File: src/rtl/rv_fetch_pkg.sv
// Shared types and constants for the rv_fetch instruction-fetch front end.
package rv_fetch_pkg;

    localparam int unsigned PC_W    = 30;
    localparam int unsigned INSTR_W = 32;

    localparam logic [INSTR_W-1:0] RV_NOP = 32'h0000_0013;

    typedef struct packed {
        logic [INSTR_W-1:0] instr;
        logic [PC_W-1:0]    pc;
    } fetch_entry_t;

    function automatic logic [PC_W-1:0] pc_inc(input logic [PC_W-1:0] pc);
        return pc + PC_W'(1);
    endfunction

endpackage

File: src/rtl/rv_fetch_fifo.sv
// Prefetch FIFO of fetch_entry_t; clear has priority over push/pop.
module rv_fetch_fifo
    import rv_fetch_pkg::*;
#(
    parameter int unsigned DEPTH = 4
) (
    input  logic                         clk,
    input  logic                         rst,
    input  logic                         clear,
    input  logic                         push,
    input  logic                         pop,
    input  fetch_entry_t                 wdata,
    output fetch_entry_t                 rdata,
    output logic [$clog2(DEPTH):0]       count,
    output logic                         full,
    output logic                         empty
);

    localparam int unsigned AW = $clog2(DEPTH);
    localparam int unsigned CW = AW + 1;

    fetch_entry_t   mem [DEPTH];
    logic [AW-1:0]  wr_ptr;
    logic [AW-1:0]  rd_ptr;
    logic           do_push;
    logic           do_pop;

    always_comb begin
        full    = (count == CW'(DEPTH));
        empty   = (count == '0);
        do_push = push & ~full & ~clear;
        do_pop  = pop & ~empty & ~clear;
        rdata   = mem[rd_ptr];
    end

    always_ff @(posedge clk) begin
        if (do_push) begin
            mem[wr_ptr] <= wdata;
        end
    end

    always_ff @(posedge clk or posedge rst) begin
        if (rst) begin
            wr_ptr <= '0;
            rd_ptr <= '0;
            count  <= '0;
        end else if (clear) begin
            wr_ptr <= '0;
            rd_ptr <= '0;
            count  <= '0;
        end else begin
            if (do_push) wr_ptr <= wr_ptr + AW'(1);
            if (do_pop)  rd_ptr <= rd_ptr + AW'(1);
            count <= count + CW'(do_push) - CW'(do_pop);
        end
    end

endmodule

File: src/rtl/rv_fetch.sv
// Instruction-fetch front end: bus requester, prefetch FIFO and decode output register.
// Optional statistics counters are enabled with RV_FETCH_STAT_EN.
module rv_fetch
    import rv_fetch_pkg::*;
#(
    parameter logic [31:0] RESET_PC   = 32'h0000_0000,
    parameter int unsigned FIFO_DEPTH = 4
) (
    input  logic        i_clk,
    input  logic        i_reset,
    input  logic        i_stall,
    input  logic        i_flush,
    input  logic [29:0] i_target,
    output logic        o_bus_req,
    output logic [29:0] o_bus_addr,
    input  logic        i_bus_ack,
    input  logic [31:0] i_bus_data,
    output logic [31:0] o_data,
    output logic [29:0] o_pc,
    output logic [29:0] o_pc_p4,
    output logic        o_valid
`ifdef RV_FETCH_STAT_EN
    ,
    output logic [31:0] o_stat_fetched,
    output logic [31:0] o_stat_bubbles
`endif
);

    localparam int unsigned CW = $clog2(FIFO_DEPTH) + 1;
    localparam logic [29:0] RESET_WORD = RESET_PC[31:2];

    logic           stale;
    logic [29:0]    redirect;
    logic           ack;
    logic           accept;
    logic           bypass;
    logic           fifo_push;
    logic           fifo_pop;
    logic           load_entry;
    logic           req_next;
    logic [CW-1:0]  count;
    logic [CW-1:0]  count_next;
    logic           full;
    logic           empty;
    fetch_entry_t   bus_entry;
    fetch_entry_t   head;
    fetch_entry_t   out_src;

    rv_fetch_fifo #(.DEPTH(FIFO_DEPTH)) u_fifo (
        .clk   (i_clk),
        .rst   (i_reset),
        .clear (i_flush),
        .push  (fifo_push),
        .pop   (fifo_pop),
        .wdata (bus_entry),
        .rdata (head),
        .count (count),
        .full  (full),
        .empty (empty)
    );

    // An ack with an empty FIFO and no stall skips the FIFO and lands directly in the output register.
    always_comb begin
        ack        = i_bus_ack & o_bus_req;
        accept     = ack & ~stale & ~i_flush;
        bus_entry  = '{instr: i_bus_data, pc: o_bus_addr};
        bypass     = accept & empty & ~i_stall;
        fifo_push  = accept & ~bypass & ~full;
        fifo_pop   = ~i_flush & ~i_stall & ~empty;
        load_entry = fifo_pop | bypass;
        out_src    = empty ? bus_entry : head;
        count_next = i_flush ? '0 : count + CW'(fifo_push) - CW'(fifo_pop);
        req_next   = (o_bus_req & ~ack) | (count_next < CW'(FIFO_DEPTH));
    end

    // Request side: a flushed in-flight request completes as stale before switching to the redirect.
    always_ff @(posedge i_clk or posedge i_reset) begin
        if (i_reset) begin
            o_bus_req  <= 1'b0;
            o_bus_addr <= RESET_WORD;
            stale      <= 1'b0;
            redirect   <= RESET_WORD;
        end else begin
            o_bus_req <= req_next;
            if (i_flush) begin
                redirect <= i_target;
                if (o_bus_req & ~ack) begin
                    stale <= 1'b1;
                end else begin
                    stale      <= 1'b0;
                    o_bus_addr <= i_target;
                end
            end else if (ack) begin
                stale      <= 1'b0;
                o_bus_addr <= stale ? redirect : pc_inc(o_bus_addr);
            end
        end
    end

    // Decode-facing output register; pc holds across bubbles.
    always_ff @(posedge i_clk or posedge i_reset) begin
        if (i_reset) begin
            o_data  <= RV_NOP;
            o_pc    <= RESET_WORD;
            o_pc_p4 <= pc_inc(RESET_WORD);
            o_valid <= 1'b0;
        end else if (i_flush) begin
            o_data  <= RV_NOP;
            o_valid <= 1'b0;
        end else if (!i_stall) begin
            if (load_entry) begin
                o_data  <= out_src.instr;
                o_pc    <= out_src.pc;
                o_pc_p4 <= pc_inc(out_src.pc);
                o_valid <= 1'b1;
            end else begin
                o_data  <= RV_NOP;
                o_valid <= 1'b0;
            end
        end
    end

`ifdef RV_FETCH_STAT_EN
    always_ff @(posedge i_clk or posedge i_reset) begin
        if (i_reset) begin
            o_stat_fetched <= '0;
            o_stat_bubbles <= '0;
        end else begin
            if (ack & ~stale) o_stat_fetched <= o_stat_fetched + 32'd1;
            if (!i_stall && (i_flush || !load_entry)) o_stat_bubbles <= o_stat_bubbles + 32'd1;
        end
    end
`endif

endmodule

File: config.mk
export PLATFORM = sky130hd
export DESIGN_NAME = rv_fetch
export DESIGN_NICKNAME = d
export VERILOG_FILES = /design/src/rtl/rv_fetch_pkg.sv /design/src/rtl/rv_fetch_fifo.sv /design/src/rtl/rv_fetch.sv
export SDC_FILE = /design/constraint.sdc
export NUM_CORES = 1
export LEC_CHECK = 0
export BUFFER_PORTS_ARGS = -buffer_cell sky130_fd_sc_hd__buf_2
export CAP_MARGIN = 30
export CELL_PAD_IN_SITES_DETAIL_PLACEMENT = 1
export CELL_PAD_IN_SITES_GLOBAL_PLACEMENT = 1
export CORE_MARGIN = 2
export CORE_UTILIZATION = 51
export CTS_BUF_LIST = sky130_fd_sc_hd__clkbuf_4 sky130_fd_sc_hd__clkbuf_8
export DETAILED_ROUTE_END_ITERATION = 8
export PLACE_DENSITY_LB_ADDON = 0.1
export SETUP_SLACK_MARGIN = 0.15
export SYNTH_ARGS = -nofsm -noshare
export SYNTH_HDL_FRONTEND = slang
export SYNTH_HIERARCHICAL = 1
export SYNTH_SLANG_ARGS = --single-unit
export TNS_END_PERCENT = 50
File: constraint.sdc
create_clock -name i_clk -period 6.3 [get_ports i_clk]
set_input_delay 0.63 -clock i_clk [delete_from_list [all_inputs] [get_ports i_clk]]
set_output_delay 0.63 -clock i_clk [all_outputs]
set_load 0.05 [all_outputs]
After elaboration in Yosys (flattened, before gate mapping) --
Memory sizes are Yosys's and may differ from the RTL's. Cells that the tools add are included.
Word-level totals: register bits 162, RAM bits 248, input bits 67, output and inout bits 124, logic and storage cells 75, memories kept 1
Operators by class: add/sub/neg operators 8, order comparisons 1, eq/ne operators 3, muxes and demuxes 22, bitwise gates (word level) 23, reduce and logical (&&, ||, !) cells 6
Memory list:
- u_fifo.mem | depth 4, width 62, rd ports 1, clocked after Yosys merged registers in 0, write ports 1, RTL line rv_fetch_fifo.sv:22 | fetch_entry_t mem [DEPTH];
Operators by type and width (count):
- 30-bit two-way mux | 4
- 32-bit two-way mux | 3
- 62-bit two-way mux | 1
- 30-bit by 1-bit adder with 30-bit output, second input constant | 2
- 1-bit AND | 14
- 1-bit two-way mux | 8
- 2-bit two-way mux | 4
- 1-bit inverter | 7
- 3-bit by 1-bit adder with 3-bit output | 2
- 3-bit two-way mux | 2
- 2-bit nonzero test | 3
- 3-bit by 1-bit subtractor with 3-bit output | 2
- 2-bit by 1-bit adder with 2-bit output, second input constant | 2
- 3-bit equality test, second input constant | 1
- 3-bit logical NOT | 1
- 3-bit less-than comparator, second input constant | 1
- 3-bit AND reduction | 1
- 2-bit by 1-bit inequality test with 1-bit output, second input constant | 1
- 2-bit inequality test, second input constant | 1
- 1-bit bitwise OR | 2
- 2-bit AND reduction | 1

Longest topological paths before layout --
Gate-level depths: netlist of the first run.
word-level depth 13, gate-level depth with buffers 17

By module --
The synthesis of the first run kept the hierarchy.
Modules (own cells, without submodules):
- rv_fetch_fifo | times used 1, cells each 373, area an instance 9494.1 um^2
- rv_fetch | times used 1, cells each 879, area an instance 8378.0 um^2

Worst setup path after synthesis of the first run --
OpenSTA, ideal clock, no wires.
kind register to register, start point register u_fifo.count[1], end point memory u_fifo/mem[0][0] (netlist bit), enable pin, library setup time 426 ps, data arrival time 3412 ps, slack 2461 ps, cell stages (with the launch flop) 8, path buffers 2, cell sequence dfrtp_1 nor3_1 buf_6 buf_4 a2111oi_0 inv_1 nor3_1 and2_1
On the way: cells in the longest elaborated chain, start to end 10, elaborated cells between the ends (all ways) 12, those cells by class 1 x eq/ne; 2 x mux; 8 x bitwise; 1 x reduce/logical
RTL lines:
- start: declaration | RTL line rv_fetch_fifo.sv:14 | output logic [$clog2(DEPTH):0] count,
- start signal: assignment | RTL line rv_fetch_fifo.sv:54 | count <= count + CW'(do_push) - CW'(do_pop);
- 3-bit logical NOT | RTL line rv_fetch_fifo.sv:30 | empty = (count == '0);
- net empty | RTL line rv_fetch.sv:44 | logic empty;
- 1-bit AND (2 in series) | RTL line rv_fetch.sv:67 | bypass = accept & empty & ~i_stall;
- 1-bit inverter | RTL line rv_fetch.sv:68 | fifo_push = accept & ~bypass & ~full;
- 1-bit AND (2 in series) | RTL line rv_fetch.sv:68
- net fifo_push | RTL line rv_fetch.sv:37 | logic fifo_push;
- 1-bit AND (2 in series) | RTL line rv_fetch_fifo.sv:31 | do_push = push & ~full & ~clear;
- 1-bit two-way mux | RTL line rv_fetch_fifo.sv:37 | if (do_push) begin
- 1-bit two-way mux (not written as such) | RTL line rv_fetch_fifo.sv:38 | mem[wr_ptr] <= wdata;
- end: declaration | RTL line rv_fetch_fifo.sv:22
The timed path passes the listed nets, and every way through them passes these cells.

Worst setup path in the final report of the first run --
start point register u_fifo.count[1], end point memory u_fifo/mem[1][23] (netlist bit), enable pin
Same word-level chain as after synthesis.

==> results of run 1 <==
## routing by layer
metal  vias to the layer above  GRT usage
li1                       5187          -
met1                      5963      0.380
met2                       374      0.400
met3                        53     0.0435
met4                         0     0.0698
met5                         -          0
## worst max-delay path: stages (launching register included)
cell and delay, ns:
dfrtp_1 0.55, nor3_2 0.09, buf_4 0.38, a2111oi_0 0.64, inv_1 0.17, nor3_1 0.50
and2_2 0.66, buf_4 0.66
## registers in the layout, indices dropped and copies added, names as in the netlist
register       flops
o_valid            1
o_pc              30
u_fifo/mem       248
stale              1
redirect          30
o_data            32
o_pc_p4           30
u_fifo/wr_ptr      2
o_bus_req          1
u_fifo/rd_ptr      2
u_fifo/count       3
o_bus_addr        30
## kinds of logic (layout without fill, tap and decap cells)
group | Yosys count | after routing | synth area share
muxes | 142 | 142 | 0.126
and+or+nand+nor | 299 | 299 | 0.0838
adders and majority gates | 11 | 11 | 0.00812
DFF | 410 | 410 | 0.644
buffers and inverters | 111 | 373 | 0.0346
AOI/OAI and AO/OA | 253 | 253 | 0.0914
xor gates and xnor gates | 26 | 26 | 0.0127
## cells in the final DEF (no fill, tap or decap), types with 6 or more instances in the layout
master,count
clkinv_2,9
o31ai_1,10
xnor2_1,17
buf_4,19
inv_1,30
nor3_1,8
a21o_1,6
buf_2,190
nor4_1,7
nand3_1,25
ha_1,10
a31oi_1,19
nand3b_1,7
mux2i_1,57
nor2_1,42
o211ai_1,10
mux4_2,58
clkbuf_8,80
nand2_1,141
dfrtp_1,156
a211oi_1,7
nand4_1,19
a21oi_1,32
clkbuf_4,21
and3_1,7
o21ai_0,106
edfxtp_1,248
mux2_2,22
o22ai_1,6
xor2_1,9
clkinv_1,15
## through the flow
| stage | cell area (µm²) | hold slack (ns) | util | power [mW] | instances |
|---|---|---|---|---|---|
| 2_1_floorplan | 17900 | 0.433 | - | 4.10 | 1252 |
| 3_3_place_gp | 19100 | 0.446 | 0.552 | 4.46 | 1837 |
| 3_5_place_dp | 19100 | 0.461 | 0.554 | 4.50 | 1839 |
| 4_1_cts | 20500 | 0.00532 | 0.594 | 6.87 | 1968 |
| 5_1_grt | 20500 | 0.0251 | 0.595 | 7.09 | 1969 |
| 6_report | 20500 | 0.0290 | 0.595 | 6.81 | 1969 |
## power by group
group          switching, mW  total [mW]  leakage, nW  internal (mW)
combinational          0.884        1.18         3.28          0.291
sequential             0.210        3.27         4.26           3.06
clock                   1.07        2.36        0.734           1.29
## path summary, 6_finish.rpt
| path | startpoint | endpoint | slack [ns] |
|---|---|---|---|
| worst max-delay path | u_fifo/count[1] | u_fifo/mem[1][23] | 2.23 |
| worst min-delay path | i_reset | u_fifo/count[0] | 0.03 |
| worst max register to register | u_fifo/count[1] | u_fifo/mem[1][23] | 2.23 |
| worst min register to register | o_pc[22] | o_pc[22] | 0.47 |
| max in group asynchronous | i_reset | o_pc[14] | 4.89 |
| min in group i_clk | i_target[6] | redirect[6] | 0.27 |
## layout make-up
cell class              instances  area, µm²
clock buffers                 101       1260
clock inverters                28        136
fillers                      3417      14000
inverters                      32        125
multi-input cells             731       5780
flip-flops and latches        410      11500
well taps                     455        569
repair buffers                212       1160
==> impl_metrics.toml, run 1 <==
[critical_path]
worstSetupStartpointType = "flip-flop"
required_ns = 6.51
critPathArrivalTime_ns = 4.28
critical_path_peak_fanout = 53
worstSetupEndpointType = "flip-flop"
crit_type = "flip-flop to flip-flop"
reg2reg_depth = 7

[floorplan]
initial_core_util = 0.517
fp.coreArea_um2 = 34500
rows = 68
num_io_pins = 191
die_y_um = 191
die_width_um = 191
die_area_um2 = 36600

[drt]
drt-total-wl_um = 46000
m1WireLength_um = 21100
avgRoutedWirePerCell_um = 23.3
vias = 11600
ant_nets = 0
drc = 0
met3WireLength_um = 2570
drt_iter0_drc = 799
top_layer = "met4"
firstDrtPassIters = 5
via_per_inst = 5.88
wl_met2_um = 21500

[final_layout]
synthToLayoutAreaGrowth_pct = 14.9
drive_gt1_frac = 0.294
diodes = 0
fin_nets = 1535

[sta]
fin_crit_ns = 4.07
drv_slew = 0
fin_crit_sh = 0.646
finalSetupViolCount = 0
hold_violations = 0
rsz0062_at_grt = "no"
setup_slack_ns = 2.23
relSlewSlack = 0.343
fmax_mhz = 246
tns_ns = 0
worst_pin_slew_ns = 0.986
final.setup_skew_ns = 0.0265

[power]
leakage_nw = 8.27
vdd_drop_max_mv = 0.203
power.density_nw_per_um2 = 331

[logic_synthesis]
yosys_warnings = 6
synthCells = 1252
yosys-top-cells-count = "edfxtp_1 (248), dfrtp_1 (158), nand2_1 (141)"
synth_cell_types = 81
synth_top_area_cell = "edfxtp_1"
syn_area_um2 = 17900
synth.most_common_cell = "edfxtp_1"
synthFlopType = "edfxtp_1"
async_reset_ff_frac = 0.395
ys_seq_area_frac = 0.644
synthTopCellsByArea = "edfxtp_1 (42%), dfrtp_1 (22%), mux4_2 (7.3%)"
syn-num-nets = 1330
syn_avg_cell_area_um2 = 14.3
ys_seq_elements = 410
synth_top_cell_area_share = 0.417
synth_edf_count = 248

[clocking]
cts_resized = 0
ctsLongestPathBuffers = 3
path_clk_slew_ns = 0.06
cts_tree = "yes"
cts_max_level = 3
worstSkewPairLatency_ns = 0.60
cts_root_buf = "clkbuf_8"
holdBufCountCts = 0
cts.sinks = 410
post_cts_buffers = 0
cts_made_buffers = 70

[global_route]
grt_pass1_wl_um = 71800
grt_max_degree = 91
antenna_found_initial = 0
first_global_vias = 12300
gr-total-overflow = 0
grt_usage = 0.258

[job]
drv_cap = 0

[worst_hold_path]
holdCritPathClass = "primary input to async pin"

[placement]
place.gp.congestion = 0.750
dp_hpwl_um = 29500
dp_slack_ns = 2.00
portBuffers = 190

[outcome]
outcome = "finished, final reports clean"
Note: power is estimated with default switching activity, not from simulation.
==> inputs of run 2 (changes only) <==
--- a/config.mk
+++ b/config.mk
@@ -5,12 +5,13 @@
 export SDC_FILE = /design/constraint.sdc
 export NUM_CORES = 1
 export LEC_CHECK = 0
+export ABC_AREA = 1
 export BUFFER_PORTS_ARGS = -buffer_cell sky130_fd_sc_hd__buf_2
 export CAP_MARGIN = 30
 export CELL_PAD_IN_SITES_DETAIL_PLACEMENT = 1
 export CELL_PAD_IN_SITES_GLOBAL_PLACEMENT = 1
 export CORE_MARGIN = 2
-export CORE_UTILIZATION = 51
+export CORE_UTILIZATION = 48
 export CTS_BUF_LIST = sky130_fd_sc_hd__clkbuf_4 sky130_fd_sc_hd__clkbuf_8
 export DETAILED_ROUTE_END_ITERATION = 8
 export PLACE_DENSITY_LB_ADDON = 0.1
==> constraint.sdc (replaced) <==
create_clock -name i_clk -period 4.2 [get_ports i_clk]
set_input_delay 0.42 -clock i_clk [delete_from_list [all_inputs] [get_ports i_clk]]
set_output_delay 0.42 -clock i_clk [all_outputs]
set_load 0.05 [all_outputs]
==> impl_metrics.toml, run 2 <==
[outcome]
outcome = "finished, final reports clean"

[critical_path]
cp_slowest_cell = "nor3_1"
critPathArrivalTime_ns = 3.99
required_ns = 4.74
cp_common_cell = "nor2_1"
crit_type = "flip-flop to flip-flop"
worstSetupStartpointType = "flip-flop"
crit_path_cell_trace = "nor2_1, nand2_1, inv_2, inv_2, nor2_1, nor3_1, nand3_1, ha_1, inv_1, ha_1, inv_1, fa_1, nand3_1, nand2_1, nor2_1"
reg2reg_setup_slack_ns = 0.75
critical_path_peak_fanout = 6
worstSetupEndpointType = "flip-flop"
reg2reg_depth = 15
crit_path_max_incr_delay_ns = 0.53

[floorplan]
die_width_um = 199
fp.coreArea_um2 = 37700
num_io_pins = 191
rows = 71
die_area_um2 = 39800
initial_core_util = 0.487
die_y_um = 199

[logic_synthesis]
synth.most_common_cell = "nand2_1"
synth_cell_types = 41
syn_area_um2 = 18300
synth_top_cell_area_share = 0.406
synthTopCellsByArea = "edfxtp_1 (41%), dfrtp_1 (22%), nand2_1 (8.3%)"
ys_seq_area_frac = 0.628
yosys_warnings = 6
synth_edf_count = 248
yosys-top-cells-count = "nand2_1 (405), nor2_1 (327), edfxtp_1 (248)"
synth_top_area_cell = "edfxtp_1"
syn-num-nets = 1961
syn_avg_cell_area_um2 = 9.74
synthCells = 1883
synthFlopType = "edfxtp_1"
ys_seq_elements = 410
async_reset_ff_frac = 0.395

[drt]
drt-total-wl_um = 53500
drc = 0
via_per_inst = 5.52
vias = 14600
avgRoutedWirePerCell_um = 20.2
firstDrtPassIters = 5
drt_iter0_drc = 840
ant_nets = 0

[power]
leakage_nw = 8.84
seq_power_share = 0.461
power.density_nw_per_um2 = 498
p_clk_frac = 0.355
power.switching_mw = 3.41
comb_power_share = 0.184
cellInternalPower_mw = 7.15
power_mw = 10.6
swShare = 0.323
vdd_drop_max_mv = 0.215

[clocking]
cts_root_buf = "clkbuf_8"
path_clk_slew_ns = 0.06
post_cts_buffers = 0
cts.sinks = 410
cts_tree = "yes"
cts_max_level = 3
cts_made_buffers = 71
ctsLongestPathBuffers = 3
worstSkewPairLatency_ns = 0.61

[placement]
place.gp.congestion = 0.861
place_area_um2 = 19700
dp_hpwl_um = 34000
portBuffers = 190

[sta]
fin_crit_sh = 0.821
finalSetupViolCount = 0
fmax_mhz = 290
rsz0062_at_grt = "no"
relSlewSlack = 0.339
hold_violations = 0
tns_ns = 0
final.setup_skew_ns = 0.0220
drv_slew = 0
fin_crit_ns = 3.45
worst_pin_slew_ns = 0.981
whs_ns = 0.0452

[worst_hold_path]
holdCritPathClass = "primary input to flip-flop"
min_path_cells = 3

[final_layout]
fin_area_um2 = 21200
final_cell_mix = "nand2_1 (404), nor2_1 (322), edfxtp_1 (248)"
final_util = 0.563
fin_nets = 2155
largest_reg_flops = 248
biggestRegsByFlops = "u_fifo/mem: 248 flops, o_data: 32 flops"
drive_gt1_frac = 0.188
diodes = 0
final_common_cell = "nand2_1"
synthToLayoutAreaGrowth_pct = 15.7
regMostFlops = "u_fifo/mem"

[global_route]
gr-total-overflow = 0
antenna_found_initial = 0
grt_pass1_wl_um = 83100
grt_usage = 0.273
grt_max_degree = 98
first_global_vias = 15300

[job]
drv_cap = 0
==> run 2: area by class of cell <==
cell class | instances | area [µm²]
clock buffer | 117 | 1420
clock inverter | 12 | 62.6
fill | 4391 | 16500
inverter | 105 | 404
multi-input combinational | 1273 | 5970
sequential | 410 | 11500
tap | 511 | 639
timing repair buffer | 216 | 1210
==> run 2: worst paths after layout <==
path                            startpoint                to
setup / recovery           u_fifo/count[1]   u_fifo/count[2]
hold reg to reg                 o_pc_p4[1]        o_pc_p4[1]
min in group asynchronous          i_reset  u_fifo/rd_ptr[1]
setup reg to reg           u_fifo/count[1]   u_fifo/count[2]
max in group asynchronous          i_reset         o_data[6]
hold / removal                i_target[19]      redirect[19]
==> run 2: through the flow <==
step	worst slack [ns]	instances
after floorplan	-0.374	1883
after global placement	1.06	2512
after detailed placement	0.853	2512
after CTS	0.798	2644
after global routing	0.514	2644
final	0.751	2644
==> run 2: routing by layer <==
metal  up-vias  global-route usage  routed length [µm]
met2       403               0.449               25800
met1      7321               0.374               23800
met4         0              0.0936                1050
met5         -                   0                   0
met3        82              0.0383                2860
li1       6791                   -                   -
==> run 2: cells by family (layout without fill, tap and decap cells) <==
kind of cell    count (synthesis)  after routing  synth area share
simple gates                  858            858             0.191
compound gates                391            391             0.118
xor+xnor                       13             13           0.00621
fa+ha+maj                      11             11           0.00792
buf+inv                       200            450            0.0487
flops                         410            410             0.628
==> run 2: worst max-delay path, delay by kind of cell (launching register included) <==
family / cells / cell delay, ns
AND/OR/NAND/NOR: 8 / 1.65
adder cells (fa/ha/maj): 3 / 1.00
buffers and inverters: 4 / 0.24
flip-flops: 1 / 0.48
==> run 2: power by group through the flow <==
stage,Clock [mW],Sequential [mW],Combinational [mW]
2_1_floorplan,0,5.62,0.632
3_3_place_gp,0,4.93,1.91
3_5_place_dp,0,4.94,1.95
4_1_cts,3.85,4.87,1.96
5_1_grt,4.02,4.90,2.10
6_report,3.75,4.87,1.94
==> run 2: repair_timing <==
item | in CTS | in global routing
hold endpoints to repair | 24 | 0
gates resized for setup | 0 | 0
hold buffers | 3 | 0
